==> config.mk <==
export PLATFORM = sky130hd
export DESIGN_NAME = acumulador_monedas
export DESIGN_NICKNAME = d
export VERILOG_FILES = /design/src/rtl/maquina_cafe_pkg.sv /design/src/rtl/sincronizador_flanco.sv /design/src/rtl/acumulador_monedas.sv
export SDC_FILE = /design/constraint.sdc
export NUM_CORES = 1
export LEC_CHECK = 0
export BUFFER_PORTS_ARGS = -buffer_cell sky130_fd_sc_hd__buf_2
export CAP_MARGIN = 20
export CORE_MARGIN = 2
export CORE_UTILIZATION = 40
export DETAILED_ROUTE_END_ITERATION = 12
export SYNTH_ARGS = -nofsm -noshare
export SYNTH_HDL_FRONTEND = slang
export SYNTH_SLANG_ARGS = --single-unit
==> constraint.sdc <==
create_clock -name clk -period 3.1 [get_ports clk]
set_input_delay 0.155 -clock clk [delete_from_list [all_inputs] [get_ports clk]]
set_output_delay 0.155 -clock clk [all_outputs]
set_load 0.05 [all_outputs]
==> src/rtl/maquina_cafe_pkg.sv <==
// Shared definitions for the coffee-machine blocks: FSM states, coin values,
// default coin-total limit and product prices.
package maquina_cafe_pkg;

  typedef enum logic [1:0] {
    INACTIVO   = 2'd0,
    ACUMULANDO = 2'd1,
    ENTREGA    = 2'd2,
    DEVOLUCION = 2'd3
  } estado_t;

  localparam logic [3:0] VAL_M1 = 4'd1;
  localparam logic [3:0] VAL_M2 = 4'd2;
  localparam logic [3:0] VAL_M5 = 4'd5;

  localparam int MAX_ACUM_DEF = 15;
  localparam int NUM_ENTRADAS = 5;

  localparam logic [3:0] PRECIO_0 = 4'd3;
  localparam logic [3:0] PRECIO_1 = 4'd4;
  localparam logic [3:0] PRECIO_2 = 4'd5;
  localparam logic [3:0] PRECIO_3 = 4'd7;

  // Field order matches the synchronizer pulse vector, LSB = moneda_1.
  typedef struct packed {
    logic cancelar;
    logic pedido;
    logic m5;
    logic m2;
    logic m1;
  } eventos_t;

  function automatic logic [4:0] suma_monedas(input eventos_t e);
    logic [4:0] s;
    s = 5'd0;
    if (e.m1) s = s + 5'(VAL_M1);
    if (e.m2) s = s + 5'(VAL_M2);
    if (e.m5) s = s + 5'(VAL_M5);
    return s;
  endfunction

endpackage

==> src/rtl/sincronizador_flanco.sv <==
// Two-flop synchronizer plus rising-edge detector producing a one-cycle pulse.
// An input already high when reset is released must go low before it can fire.
module sincronizador_flanco (
  input  logic clk,
  input  logic rst_n,
  input  logic din,
  output logic pulso
);

  logic       s1, s2, s3, armado;
  logic [1:0] vld_pipe;

  always_ff @(posedge clk or negedge rst_n) begin
    if (!rst_n) begin
      s1       <= 1'b0;
      s2       <= 1'b0;
      s3       <= 1'b0;
      armado   <= 1'b0;
      vld_pipe <= '0;
    end else begin
      s1       <= din;
      s2       <= s1;
      s3       <= s2;
      vld_pipe <= {vld_pipe[0], 1'b1};
      // s2 only reflects the real input once two samples have shifted in
      if (vld_pipe[1] && !s2) armado <= 1'b1;
    end
  end

  assign pulso = s2 & ~s3 & armado;

endmodule

==> src/rtl/acumulador_monedas.sv <==
// Coin accumulator: synchronizes the coin/button inputs, keeps the saturating
// coin total and sequences dispense / refund holds.
module acumulador_monedas
  import maquina_cafe_pkg::*;
#(
  parameter int T_ENTREGA = 50_000_000,
  parameter int MAX_ACUM  = MAX_ACUM_DEF
) (
  input  logic       clk,
  input  logic       rst_n,
  input  logic       moneda_1,
  input  logic       moneda_2,
  input  logic       moneda_5,
  input  logic       pedido,
  input  logic       cancelar,
  input  logic       aceptada,
  output logic [3:0] Acumulador_Monedas,
  output logic       dispensar,
  output logic       devolver,
  output logic [3:0] monto_devuelto,
  output logic       moneda_rechazada
);

  localparam int         CW     = (T_ENTREGA > 1) ? $clog2(T_ENTREGA) : 1;
  localparam logic [CW-1:0] FIN = CW'(T_ENTREGA - 1);
  localparam logic [4:0] LIMITE = 5'(MAX_ACUM);

  logic [NUM_ENTRADAS-1:0] crudo, pulso;
  eventos_t                ev;
  estado_t                 estado;
  logic [CW-1:0]           cnt;
  logic [4:0]              suma, tot_ext;
  logic                    hay_moneda;

  assign crudo = {cancelar, pedido, moneda_5, moneda_2, moneda_1};

  genvar gi;
  generate
    for (gi = 0; gi < NUM_ENTRADAS; gi++) begin : g_sync
      sincronizador_flanco u_sync (
        .clk   (clk),
        .rst_n (rst_n),
        .din   (crudo[gi]),
        .pulso (pulso[gi])
      );
    end
  endgenerate

  assign ev         = eventos_t'(pulso);
  assign suma       = suma_monedas(ev);
  assign tot_ext    = {1'b0, Acumulador_Monedas} + suma;
  assign hay_moneda = ev.m1 | ev.m2 | ev.m5;

  always_ff @(posedge clk or negedge rst_n) begin
    if (!rst_n) begin
      estado             <= INACTIVO;
      Acumulador_Monedas <= '0;
      dispensar          <= 1'b0;
      devolver           <= 1'b0;
      monto_devuelto     <= '0;
      moneda_rechazada   <= 1'b0;
      cnt                <= '0;
    end else begin
      moneda_rechazada <= 1'b0;
      unique case (estado)
        INACTIVO, ACUMULANDO: begin
          // Cancel beats an order; coins arriving with either are refused
          if (estado == ACUMULANDO && ev.cancelar) begin
            estado             <= DEVOLUCION;
            monto_devuelto     <= Acumulador_Monedas;
            Acumulador_Monedas <= '0;
            devolver           <= 1'b1;
            cnt                <= '0;
            moneda_rechazada   <= hay_moneda;
          end else if (estado == ACUMULANDO && ev.pedido && aceptada) begin
            estado           <= ENTREGA;
            dispensar        <= 1'b1;
            cnt              <= '0;
            moneda_rechazada <= hay_moneda;
          end else if (hay_moneda) begin
            if (tot_ext <= LIMITE) begin
              Acumulador_Monedas <= tot_ext[3:0];
              estado             <= ACUMULANDO;
            end else begin
              moneda_rechazada <= 1'b1;
            end
          end
        end
        ENTREGA: begin
          moneda_rechazada <= hay_moneda;
          if (cnt == FIN) begin
            estado             <= INACTIVO;
            dispensar          <= 1'b0;
            Acumulador_Monedas <= '0;
            cnt                <= '0;
          end else begin
            cnt <= cnt + CW'(1);
          end
        end
        DEVOLUCION: begin
          moneda_rechazada <= hay_moneda;
          if (cnt == FIN) begin
            estado         <= INACTIVO;
            devolver       <= 1'b0;
            monto_devuelto <= '0;
            cnt            <= '0;
          end else begin
            cnt <= cnt + CW'(1);
          end
        end
        default: estado <= INACTIVO;
      endcase
    end
  end

endmodule

==> impl_metrics.tcl <==
set metrics [dict create \
    run_status "finished, final reports clean" \
    core_area_um2 6830 \
    total_power_uw 2690 \
    utilization_pct 48.2 \
    wire_per_inst_um 12.6 \
    layout.nets 325 \
    antennaDiodeCount 0 \
    cts_tree "yes" \
    synth_top_family_by_area "simple AND/OR/NAND/NOR gates" \
    synth-adder-area-share_pct 2.90 \
    die_height_um 88.4 \
    gr-usage-all-layers_pct 14.9 \
    drt_first_pass_iters 4 \
    layout-drive-gt1-share_pct 15.2 \
    fin_crit_ns 2.52 \
    powerDensity_nw_per_um2 817 \
    synth_fp_nets 295 \
    via_count 2029 \
    routabilityCongestion 0.768 \
    start_util_pct 41.7 \
    hold_path_class "input pin to async pin" \
    hold_buffers 6 \
    synth_xor_area_share_pct 8.62 \
    rows 30 \
    via_per_inst 4.92 \
    rsz0062_at_grt "no" \
    synth_edf_count 0 \
    post-route-drc-count 0 \
    die_x_um 88.4 \
    worstPathCellList "nand3b_1 -> xor2_1 -> ha_1 -> inv_1 -> fa_1 -> nand2b_1 -> o2bb2ai_1 -> a31oi_1 -> a21oi_1 -> o21bai_1" \
    slew_headroom_pct 60.6 \
    syn_to_final_growth_pct 15.6 \
    clock_sinks 61 \
    ys_ff_latch 61 \
    netlist_area_um2 2850 \
    fmaxAchievable_mhz 397 \
    worstPathArrival_ns 2.78 \
    slowest_stage "fa_1" \
    path_buf_inv 1 \
    tns_ns 0 \
    ant_nets 0 \
    ys_top_cells_by_area "dfrtp_1 (54%), xnor2_1 (6.8%), nand2_1 (5.7%), o21ai_0 (4.0%), ha_1 (2.2%)" \
    finClkSkew_ns 0.00536 \
    grt_first_pass_wirelength_mm 8.98 \
    p_leak_uw 0.00135 \
    layout.area.seq_um2 1530 \
    synth-compound-area-share_pct 10.6 \
    grt_max_degree 28 \
    dp_hpwl_mm 3.56 \
    totalWireLength_mm 5.20 \
    worstSetupPathType "flop to flop" \
    htreeDepth 3 \
    synth_area_leader_cell "dfrtp_1" \
    grt_antenna_before_repair 0 \
    netlist_instances 281 \
    ctsResizeCount 0 \
    grt_overflow 0 \
    hold_viol 0 \
    nFillCells 652 \
    finalMaxSlewViolations 0 \
    grt_pass1_vias 1947 \
    pin_count 19 \
    path_max_fanout 5 \
    vdd_drop_max_v 0.000300 \
    synth-simple-area-share_pct 20.4 \
    crit_path_max_incr_delay_ns 0.40 \
    clock_latency_ns 0.34 \
    dieArea_um2 7810 \
    synthArstFlopShare_pct 100 \
    final.period_utilization_pct 81.3 \
    cp-end-kind "flop" \
    yosys.cell_types.count 42 \
    worst_slew_pin_slew_ns 0.591 \
    muxShareOfSynthArea_pct 0 \
    setup_violations 0 \
    cpLargestDelayFamily "compound AO/OA/AOI/OAI gates" \
    postCtsSetupRepairBufs 0 \
    synth-seq-area-share_pct 53.6 \
    cts_root_buffer "clkbuf_8" \
    crit_required_ns 3.36 \
    multi_input_area_um2 1210 \
    maxCapViolations 0 \
    cts_inserted_buffers 9 \
    critical_path.startpoint_type "flop" \
    final_cell_mix "dfrtp_1 (61), nand2_1 (43), o21ai_0 (23)" \
    cts_buffer_depth 2 \
    yosysWarnings 0 \
    final_common_cell "dfrtp_1" \
    io_buffer_count 18 \
    synth.avg_cell_area_um2 10.1 \
    yosysTopAreaCellShare_pct 53.6 \
    dr.first_iter.drc_count 167 \
    path_clk_slew_ns 0.08 \
    synth_ff_type "dfrtp_1" \
]
==> worst reg2reg max path: stages (launching register included) <==
cell and delay (ns):
dfrtp_1 0.36, nand3b_1 0.24, xor2_1 0.22, ha_1 0.19, inv_1 0.06, fa_1 0.40
nand2b_1 0.16, o2bb2ai_1 0.15, a31oi_1 0.35, a21oi_1 0.14, o21bai_1 0.17
==> cell families (layout without fill, tap and decap cells) <==
kind of cell               count (synthesis)  count (layout)
and+or+nand+nor                          107             107
DFF                                       61              61
AOI/OAI and AO/OA                         52              52
xor gates and xnor gates                  28              28
buffers and inverters                     26              61
adders and majority gates                  6               6
other                                      1               1
==> power breakdown <==
part	switching (uW)	internal, uW
clock	354	302
combinational	440	289
sequential	274	1030
total	1070	1620
==> path summary, 6_finish.rpt <==
kind	startpoint	endpoint	slack, ns	cells after the start
setup / recovery	g_sync[2].u_sync.s3	Acumulador_Monedas[0]	0.58	10
hold / removal	rst_n	g_sync[0].u_sync.s1	0.34	2
setup reg to reg	g_sync[2].u_sync.s3	Acumulador_Monedas[0]	0.58	10
hold reg to reg	g_sync[1].u_sync.s1	g_sync[1].u_sync.s2	0.35	0
max in group asynchronous	rst_n	cnt[7]	2.07	3
min in group clk	aceptada	dispensar	0.34	4
==> through the flow <==
| stage | hold WS, ns | setup WS, ns | instances | cell area, um^2 |
|---|---|---|---|---|
| floorplan | -0.141 | 0.854 | 281 | 2850 |
| CTS | 0.321 | 0.586 | 412 | 3290 |
| global route | 0.345 | 0.299 | 412 | 3290 |
| detailed placement | 0.199 | 0.605 | 390 | 3050 |
| finish | 0.343 | 0.581 | 412 | 3290 |
| global placement | 0.194 | 0.731 | 390 | 3050 |
==> sequential cells by signal, indices dropped and copies added, names as in the netlist <==
signal / flops
g_sync.u_sync.vld_pipe: 2
devolver: 1
cnt: 26
estado: 2
g_sync.u_sync.s3: 5
Acumulador_Monedas: 4
moneda_rechazada: 1
g_sync.u_sync.s1: 5
monto_devuelto: 4
dispensar: 1
g_sync.u_sync.armado: 5
g_sync.u_sync.s2: 5
==> area by class of cell <==
cell class	instances	share of cell area [%]
clock inverter	7	1.75
timing repair buffer	29	5.71
multi-input combinational	194	36.9
inverter	16	1.83
tap	96	3.65
sequential	61	46.4
clock buffer	9	3.77
==> per-layer routing <==
layer	global-route usage [%]	part of all wire [%]	wire, um	vias to the layer above
li1	-	-	-	1030
met1	20.8	52	2710	968
met2	21.2	43	2250	24
met3	4.10	2.7	142	7
met4	7.85	1.8	95	0
met5	0	0	0	-
==> cell usage after synthesis, drive strengths merged (2+ instances only) <==
cell type	instances
nor3	9
and3	2
xnor2	22
dfrtp	61
a21o	6
a21oi	6
nor4b	2
nand3b	4
and4	2
nand2b	3
nor4	7
inv	16
clkbuf	8
or4	5
buf	2
o22ai	4
o21ai	30
nand3	8
nand2	43
nor2	11
or2	2
xor2	6
nand4	6
ha	5
(Power assumes the default switching activity.)
